**src/rtl/r22sdf_ctrl.sv**
```systemverilog
// r22sdf_ctrl: sequencing for a radix-2^2 single-path delay-feedback FFT (selects, twiddle addresses, framing).
// Define R22SDF_CTRL_FLUSH_EN to compile in the FLUSH state that self-drains the pipeline after an input gap.
module r22sdf_ctrl #(
    parameter int FFT_LOG2 = 8,
    parameter int TW_LAT   = 1
) (
    input  logic                                 sys_clk,
    input  logic                                 sys_nrst,
    input  logic                                 sys_en,
    input  logic                                 din_valid,
    input  logic                                 din_sof,
    output logic                                 pipe_en,
    output logic [FFT_LOG2/2-1:0]                bf2i_sel,
    output logic [FFT_LOG2/2-1:0]                bf2ii_sel,
    output logic [FFT_LOG2/2-1:0]                bf2ii_swap,
    output logic [(FFT_LOG2/2-1)*FFT_LOG2-1:0]   tw_addr,
    output logic                                 dout_valid,
    output logic                                 dout_sof,
    output logic                                 busy
);

    localparam int N     = 1 << FFT_LOG2;
    localparam int S     = FFT_LOG2 / 2;
    // The last stage has no twiddle multiplier, so its latency is not added to the output offset.
    localparam int A_OUT = N - 1 + (S - 1) * TW_LAT;
    localparam logic [FFT_LOG2:0]   A_OUT_E  = (FFT_LOG2 + 1)'(A_OUT);
    localparam logic [FFT_LOG2-1:0] A_OUT_PH = FFT_LOG2'(A_OUT % N);

    function automatic int stage_off(input int s);
        return N - (N >> (2 * s)) + s * TW_LAT;
    endfunction

    typedef enum logic [1:0] {
        IDLE,
        FILL,
        RUN
`ifdef R22SDF_CTRL_FLUSH_EN
        ,
        FLUSH
`endif
    } state_t;

    state_t              state, state_nxt;
    logic [FFT_LOG2-1:0] ph;
    logic [FFT_LOG2:0]   elapsed;
    logic [FFT_LOG2-1:0] k_ph;
    logic [FFT_LOG2:0]   k_el;
    logic                reached;
    logic                flushing;

    logic [S-1:0]                bf2i_nxt, bf2ii_nxt, swap_nxt;
    logic [(S-1)*FFT_LOG2-1:0]   tw_nxt;

    // A new frame always restarts the phase at zero; elapsed saturates once the output is reached.
    always_comb begin
        k_ph    = (state == IDLE) ? '0 : ph;
        k_el    = (state == IDLE) ? '0 : elapsed;
        reached = (state != IDLE) && (elapsed == A_OUT_E);
    end

`ifdef R22SDF_CTRL_FLUSH_EN
    localparam logic [FFT_LOG2:0] FLUSH_LAST = A_OUT_E - 1'b1;
    logic [FFT_LOG2:0] flush_cnt;
    logic              gap;
    assign flushing = (state == FLUSH);
    assign gap      = sys_en & ~din_valid & (ph == '0);
`else
    assign flushing = 1'b0;
`endif

    assign pipe_en = sys_nrst & sys_en &
                     ((din_valid & ((state != IDLE) | din_sof)) | flushing);

    always_comb begin
        state_nxt = state;
        case (state)
            IDLE: if (pipe_en) state_nxt = FILL;
            FILL: begin
                if (pipe_en && reached) state_nxt = RUN;
`ifdef R22SDF_CTRL_FLUSH_EN
                else if (gap) state_nxt = FLUSH;
`endif
            end
            RUN: begin
`ifdef R22SDF_CTRL_FLUSH_EN
                if (gap) state_nxt = FLUSH;
`endif
            end
`ifdef R22SDF_CTRL_FLUSH_EN
            FLUSH: if (pipe_en && flush_cnt == FLUSH_LAST) state_nxt = IDLE;
`endif
            default: state_nxt = IDLE;
        endcase
    end

    always_ff @(posedge sys_clk) begin
        if (!sys_nrst) begin
            state <= IDLE;
        end else if (sys_en) begin
            state <= state_nxt;
        end
    end

    // Each element's counter is the global phase minus that element's arrival offset, modulo its span.
    for (genvar s = 0; s < S; s++) begin : g_stage
        localparam int W = FFT_LOG2 - 2 * s;
        localparam logic [FFT_LOG2-1:0] OFF_I  = FFT_LOG2'(stage_off(s) % N);
        localparam logic [FFT_LOG2-1:0] OFF_II = FFT_LOG2'((stage_off(s) + (N >> (2 * s + 1))) % N);
        logic [1:0] top_ii;
        assign top_ii       = 2'((k_ph - OFF_II) >> (W - 2));
        assign bf2i_nxt[s]  = 1'((k_ph - OFF_I) >> (W - 1));
        assign bf2ii_nxt[s] = top_ii[0];
        assign swap_nxt[s]  = top_ii[1] & ~top_ii[0];

        if (s < S - 1) begin : g_tw
            localparam logic [FFT_LOG2-1:0] OFF_T =
                FFT_LOG2'((stage_off(s) + 3 * (N >> (2 * s + 2))) % N);
            logic [W-1:0]        ct;
            logic [FFT_LOG2-1:0] q, m;
            assign ct = W'(k_ph - OFF_T);
            assign q  = FFT_LOG2'({ct[W-2], ct[W-1]});
            assign m  = FFT_LOG2'(ct[W-3:0]);
            assign tw_nxt[s*FFT_LOG2 +: FFT_LOG2] = (q * m) << (2 * s);
        end
    end

    always_ff @(posedge sys_clk) begin
        if (!sys_nrst) begin
            ph         <= '0;
            elapsed    <= '0;
            bf2i_sel   <= '0;
            bf2ii_sel  <= '0;
            bf2ii_swap <= '0;
            tw_addr    <= '0;
            dout_valid <= 1'b0;
            dout_sof   <= 1'b0;
            busy       <= 1'b0;
        end else if (sys_en) begin
            busy       <= (state_nxt != IDLE);
            dout_valid <= pipe_en & reached;
            dout_sof   <= pipe_en & reached & (k_ph == A_OUT_PH);
            if (pipe_en) begin
                ph         <= k_ph + 1'b1;
                elapsed    <= (k_el == A_OUT_E) ? A_OUT_E : k_el + 1'b1;
                bf2i_sel   <= bf2i_nxt;
                bf2ii_sel  <= bf2ii_nxt;
                bf2ii_swap <= swap_nxt;
                tw_addr    <= tw_nxt;
            end
        end
    end

`ifdef R22SDF_CTRL_FLUSH_EN
    always_ff @(posedge sys_clk) begin
        if (!sys_nrst) begin
            flush_cnt <= '0;
        end else if (sys_en) begin
            if (state == FLUSH) flush_cnt <= flush_cnt + 1'b1;
            else                flush_cnt <= '0;
        end
    end
`endif

endmodule

```
**config.mk**
```make
export PLATFORM = sky130hd
export DESIGN_NAME = r22sdf_ctrl
export DESIGN_NICKNAME = d
export VERILOG_FILES = /design/src/rtl/r22sdf_ctrl.sv
export SDC_FILE = /design/constraint.sdc
export NUM_CORES = 1
export LEC_CHECK = 0
export CAP_MARGIN = 20
export CORE_MARGIN = 2
export CORE_UTILIZATION = 45
export DETAILED_ROUTE_END_ITERATION = 6
export MAX_ROUTING_LAYER = met4
export PLACE_DENSITY = 0.71
export SETUP_SLACK_MARGIN = 0.4
export SLEW_MARGIN = 20
export SYNTH_ARGS = -nofsm -noshare
export SYNTH_HDL_FRONTEND = slang
export SYNTH_SLANG_ARGS = --single-unit
```
**constraint.sdc**
```tcl
create_clock -name sys_clk -period 3.05 [get_ports sys_clk]
set_input_delay 0.305 -clock sys_clk [delete_from_list [all_inputs] [get_ports sys_clk]]
set_output_delay 0.305 -clock sys_clk [all_outputs]
set_load 0.01 [all_outputs]
```
==> out/metrics.json, run 1 <==
{
  "globalRouteOverflowTotal": 0,
  "route.detailed.drc": 0,
  "ir_drop_uv": 207.5,
  "yosys_most_used_dff": "dfxtp_1",
  "h-tree-depth": 2,
  "post-dp-hpwl_mm": 5.202,
  "placed_cell_area_um2": 3388,
  "detail_route.iter0.violations": 173,
  "cell_with_the_most_instances_after_synthesis": "dfxtp_1",
  "max-slew-margin-rel_pct": 50.95,
  "gp_congestion": 0.8936,
  "hold_path_startpoint": "tw_addr[21]",
  "multi_input_gate_area_in_the_final_layout_um2": 1869,
  "r2r_depth": 12,
  "floorplan.die_area_um2": 7194,
  "post_detailed_route_via_to_cell_ratio": 5.777,
  "post_synth.cell_area_avg_um2": 8.164,
  "dieWidth_um": 84.82,
  "share_of_cells_above_drive_strength_1_pct": 16.63,
  "number_of_antenna_repair_diodes": 0,
  "synthesis.area_um2": 2939,
  "io_pins": 45,
  "power_density_nw_per_um2": 342.7,
  "floorplan.die.height_um": 84.82,
  "core.rowCount": 29,
  "clock-sinks": 50,
  "hold_viol_final": 0,
  "grtUsageTotal_pct": 22.78,
  "fmax_mhz": 369.2,
  "coreArea_um2": 6350,
  "drt_pre_antenna_iters": 4,
  "netlist.top_cell.by_area": "dfxtp_1",
  "rsz0062_at_grt": "yes",
  "syn_inst_count": 360,
  "synth_warnings": 0,
  "final-setup-viol-count": 0,
  "finish.instance_area_um2": 3701,
  "critPathArrivalTime_ps": 2920,
  "grt_pass1_vias": 2689,
  "route.detailed.wl_per_inst_um": 16.14,
  "path_cells": "or2_4, and2_4, inv_4, ha_4, or3b_1, a221o_1, buf_4, nor2_2, ha_2, fa_2, nand2_1, nand2_1",
  "netlist-cell-type-count": 61,
  "grt_pass1_wl_mm": 13.01,
  "min_period_over_period_pct": 88.80,
  "hold_depth": 2,
  "critPathRequiredTime_ps": 3260,
  "total_leakage_power_nw": 1.484,
  "critical_path.max_fanout": 4,
  "seq_area_um2": 1002,
  "syn2layout_area_growth_pct": 25.93,
  "worst_r2r_startpoint": "state[0]",
  "period_minus_slack_ps": 2708,
  "slew_limit_fails": 0,
  "synth_commonest_cells": "50 x dfxtp_1, 42 x nand2_1, 28 x nor2_1",
  "fin_nets": 426,
  "highest_delay_cell_along_the_critical_path": "fa_2",
  "ff2ff_setup_slack_ps": 340,
  "crit_path_end_kind": "register",
  "worstSetupPathDepth": 12,
  "number_of_enable_flip_flop_cells_after_synthesis": 0,
  "detailroute.via_count": 2773,
  "cts_tree": "yes",
  "synth.yosys.seq_area_share_pct": 34.06,
  "critical_path.top_delay_family": "simple AND/OR/NAND/NOR gates",
  "yosys.area.top_type_share_pct": 34.06,
  "clk_pin_slew_ps": 90,
  "cts.path.max_buffers": 2,
  "maxCapViolCount": 0,
  "holdCritPathClass": "reg2reg",
  "synth_seq_cells": 50,
  "worstSkewPairLatency_ps": 300,
  "clock-root-buffer": "clkbuf_8",
  "detail-route-antenna-nets": 0,
  "num-fill-cells": 549,
  "critical-path-max-stage-delay_ps": 430,
  "cp-start-kind": "register",
  "async_reset_ff_share_pct": 0,
  "routed_wirelength_mm": 7.749,
  "run_status": "finished clean",
  "reg2reg_to": "tw_addr[12]",
  "pin_count_of_the_biggest_net_entering_global_routing": 27,
  "endpoint": "tw_addr[12]",
  "number_of_antenna_violations_at_the_first_check_in_global_routing": 0,
  "initial_core_util_pct": 46.29,
  "cp_num_buf_inv": 2,
  "worst-setup-path-type": "reg2reg",
  "synth_area_leaders": "dfxtp_1 34%, ha_1 7.2%, nand2_1 5.4%",
  "place.port_buffers": 38,
  "final.setup_skew_ps": 8.654,
  "crit_path_frequent_cell": "nand2_1",
  "transition_time_at_the_pin_with_the_least_slew_margin_ps": 735.0,
  "crit_start": "state[0]",
  "fin_tns_setup_ps": 0,
  "tritoncts.num_buffers": 5
}
[cell families after synthesis]
kind of cell	Yosys count	synth area share (%)
muxes	1	0.3831
buffers and inverters	47	8.131
and+or+nand+nor	146	25.59
other	1	0.1276
adders and majority gates	19	8.599
xor gates and xnor gates	11	3.278
AOI/OAI and AO/OA	85	19.84
DFF	50	34.06
[layout by cell type, fill, tap and decap left out, drive strengths merged, types with 3 or more instances in the layout]
master	Yosys	layout
a311oi	3	3
clkdlybuf4s50	0	38
nor3	7	7
inv	13	13
a41oi	3	3
conb	1	6
nand2b	4	4
nor2	28	28
xor2	4	4
a21oi	18	18
nand4	7	7
buf	21	25
dfxtp	50	50
or3	4	4
nor4	5	5
a31oi	3	3
clkbuf	13	7
nand2	42	42
a22oi	3	3
o31ai	4	4
xnor2	7	7
nand3	23	23
ha	17	17
and2	6	6
a211oi	3	3
o21a	5	5
and3	10	10
a21o	4	4
o22ai	3	3
o21ai	17	18
[worst min path at each step]
stage | slack, ps | to
after floorplan | 460 | bf2i_sel[0]
after global placement | 440 | bf2ii_sel[1]
after detailed placement | 450 | tw_addr[1]
after CTS | 460 | bf2ii_sel[1]
after global routing | 480 | tw_addr[21]
final | 460 | tw_addr[21]
[per-stage QoR]
stage / power (mW) / hold slack [ps] / instances / util (%) / worst slack (ps)
after floorplan: 0.7686 / 459.5 / 365 / - / 98.87
after global placement: 0.8025 / 442.4 / 458 / 53.36 / 251.1
after detailed placement: 0.8040 / 445.0 / 458 / 53.36 / 133.2
after CTS: 1.275 / 462.6 / 477 / 56.63 / 335.8
after global routing: 1.316 / 481.3 / 480 / 58.29 / 233.9
final: 1.268 / 457.6 / 480 / 58.29 / 341.7
[worst register-to-register path: cells and delay by family, from the launching register on]
family	cells	cell delay, ps
and+or+nand+nor	6	930
adders and majority gates	3	740
AOI/OAI and AO/OA	1	380
DFF	1	330
buffers and inverters	2	230
[timing repair]
action | in CTS | in global routing
setup endpoints to repair | 4 | 11
hold buffers | 0 | 0
resized for setup | 7 | 13
gates cloned | 1 | 0
pin swaps | 9 | 7
setup buffers | 10 | 3
[layout make-up]
class / count / area share (%)
Clock inverter: 1 / 0.8114
Tap cell: 77 / 2.603
Clock buffer: 7 / 2.062
Multi-Input combinational cell: 269 / 50.51
Sequential cell: 50 / 27.08
Inverter: 13 / 1.386
Timing Repair Buffer: 63 / 15.55
[registers in the layout, indices dropped and copies added (netlist names)]
signal      flops
ph              8
dout_sof        1
bf2i_sel        3
busy            1
tw_addr        18
bf2ii_swap      4
dout_valid      1
elapsed         9
state           2
bf2ii_sel       3
[power by group]
part,internal (mW),switching (mW)
sequential,0.663,0.00639
clock,0.246,0.218
combinational,0.0526,0.0823
[per-layer routing]
layer  GRT usage (%)  vias to the layer above  part of all wire, %
met5               -                        -                    0
met3           4.086                       12                  6.7
met2           36.22                      100                   47
met1           30.09                     1296                   45
met4           6.061                        0                  1.5
li1                -                     1365                    -
Note: power is estimated with default switching activity, not from simulation.
==> inputs of run 2 (changes only) <==
Settings changed: CELL_PAD_IN_SITES_DETAIL_PLACEMENT from default to 0, CELL_PAD_IN_SITES_GLOBAL_PLACEMENT from default to 1, CORE_UTILIZATION 45 to 36, PLACE_DENSITY 0.71 to default, PLACE_DENSITY_LB_ADDON from default to 0.1.
==> run 2 against run 1 <==
Effect of this change:
- clock-buffer cell count stayed put
- fmax is 0.13% lower
- cell count is 4.4% higher
- combinational power hardly changed
- register-to-register slack hardly changed
- clock skew is 1.5 ps lower
- global-route usage is 2.8 points lower
- final area is 0.34% lower
- total power is 1.3% higher
- core utilization is 11 points lower
- critical path depth stayed put
- clock power is 3% higher
- critical endpoint is now tw_addr[14]
==> out/metrics.json, run 2 (same netlist as run 1, synthesis figures left out) <==
{
  "run_status": "finished clean",
  "h-tree-depth": 2,
  "rsz0062_at_grt": "yes",
  "floorplan.die.height_um": 94.36,
  "clock-root-buffer": "clkbuf_8",
  "coreArea_um2": 7807,
  "crit_start": "state[0]",
  "detailroute.via_count": 2739,
  "floorplan.die_area_um2": 8903,
  "core.rowCount": 32,
  "timing.hold.ws_ps": 459.9,
  "clk_pin_slew_ps": 90,
  "maxCapViolCount": 0,
  "dieWidth_um": 94.36,
  "cp_num_buf_inv": 1,
  "ff2ff_setup_slack_ps": 340,
  "routed_wirelength_mm": 8.321,
  "min_period_over_period_pct": 88.91,
  "place.port_buffers": 38,
  "grt_pass1_wl_mm": 13.73,
  "detail-route-antenna-nets": 0,
  "post_detailed_route_via_to_cell_ratio": 5.467,
  "totalPowerFinal_mw": 1.284,
  "route.detailed.drc": 0,
  "initial_core_util_pct": 37.64,
  "clock-sinks": 50,
  "fmax_mhz": 368.8,
  "detail_route.iter0.violations": 117,
  "period_minus_slack_ps": 2712,
  "fin_tns_setup_ps": 0,
  "utilization_pct": 47.24,
  "syn2layout_area_growth_pct": 25.50,
  "critical_path.max_fanout": 4,
  "post-dp-hpwl_mm": 5.711,
  "worstSetupPathDepth": 12,
  "drt_pre_antenna_iters": 4,
  "share_of_cells_above_drive_strength_1_pct": 15.04,
  "critPathRequiredTime_ps": 3280,
  "multi_input_gate_area_in_the_final_layout_um2": 1852,
  "grt_pass1_vias": 2703,
  "placed_cell_area_um2": 3435,
  "critPathArrivalTime_ps": 2940,
  "io_pins": 45,
  "number_of_antenna_repair_diodes": 0,
  "cp-start-kind": "register",
  "seq_area_um2": 1002,
  "largestRegisters": "tw_addr: 18 flops, elapsed: 9 flops, ph: 8 flops",
  "worstSkewPairLatency_ps": 310,
  "critical_path.top_delay_family": "simple AND/OR/NAND/NOR gates",
  "highest_delay_cell_along_the_critical_path": "a221o_1",
  "mostFrequentLayoutCell": "dfxtp_1",
  "largest_reg_flops": 18,
  "r2r_depth": 12,
  "finish.instance_area_um2": 3689,
  "final_cell_mix": "49 x dfxtp_1, 39 x nand2_1, 38 x clkdlybuf4s50_1",
  "worst-setup-path-type": "reg2reg",
  "number_of_antenna_violations_at_the_first_check_in_global_routing": 0,
  "reg2reg_to": "tw_addr[14]",
  "hold_viol_final": 0,
  "num-fill-cells": 800,
  "max-slew-margin-rel_pct": 55.86,
  "critical-path-max-stage-delay_ps": 380,
  "final.setup_skew_ps": 7.176,
  "globalRouteOverflowTotal": 0,
  "fin_nets": 422,
  "slew_limit_fails": 0,
  "grtUsageTotal_pct": 20.03,
  "ir_drop_uv": 193.8,
  "total_leakage_power_nw": 1.452,
  "route.detailed.wl_per_inst_um": 16.61,
  "power_density_nw_per_um2": 348.2,
  "cts_tree": "yes",
  "endpoint": "tw_addr[14]",
  "cts.hold.buffers_added": 0,
  "worst_r2r_startpoint": "state[0]",
  "path_cells": "or2_4, and2_4, inv_4, ha_4, or3b_1, a221o_1, nor2_2, ha_1, a21o_1, a21oi_2, nor3_1, o31ai_1",
  "max_flop_register": "tw_addr",
  "tritoncts.num_buffers": 5,
  "pin_count_of_the_biggest_net_entering_global_routing": 27,
  "gp_congestion": 0.8519,
  "cts.path.max_buffers": 2,
  "holdCritPathClass": "reg2reg",
  "transition_time_at_the_pin_with_the_least_slew_margin_ps": 657.7,
  "crit_path_end_kind": "register",
  "final-setup-viol-count": 0
}
## run 2: worst min path at each step
stage	to	slack [ps]	start	cells after the start
final	bf2ii_swap[3]	460	bf2ii_swap[3]	2
after global routing	bf2ii_swap[3]	480	bf2ii_swap[3]	2
after CTS	bf2ii_swap[3]	460	bf2ii_swap[3]	2
after detailed placement	tw_addr[1]	450	tw_addr[1]	2
after global placement	bf2ii_swap[3]	440	bf2ii_swap[3]	2
after floorplan	bf2i_sel[0]	460	ph[7]	2
## run 2: repair_timing
action                     in CTS  in global routing
gates resized for setup         0                 17
pin swaps                       2                 16
cloned                          1                  0
buffers inserted                2                  5
setup endpoints to repair       5                 11
## run 2: report_power, final
| part | switching [mW] | internal (mW) | total (mW) |
|---|---|---|---|
| Combinational | 0.0843 | 0.0529 | 0.137 |
| Sequential | 0.00660 | 0.664 | 0.670 |
| Clock | 0.231 | 0.246 | 0.477 |
| Total | 0.322 | 0.963 | 1.28 |
## run 2: per-stage QoR
step                instances  setup slack (ps)
finish                    501             338.2
global route              501             123.5
CTS                       496             345.9
detailed placement        485             251.2
global placement          485             339.1
floorplan                 365             98.87
## run 2: cell type report
type	count	share of cell area, %
flip-flops and latches	50	27.17
repair buffers	59	14.89
clock inverters	1	0.8141
clock buffers	7	2.069
well taps	102	3.460
multi-input cells	269	50.20
inverters	13	1.391
## run 2: metal layers
layer	wire length (um)	vias up	track usage, %
met4	81	0	5.072
li1	-	1358	-
met3	246	10	2.873
met2	4030	48	32.50
met5	0	-	-
met1	3962	1323	26.36
## run 2: worst reg2reg max path: cells and delay by family, from the launching register on
kind	cells	cell delay, ps
flops	1	330
compound gates	4	900
simple gates	5	980
buf+inv	1	60
fa+ha+maj	2	370
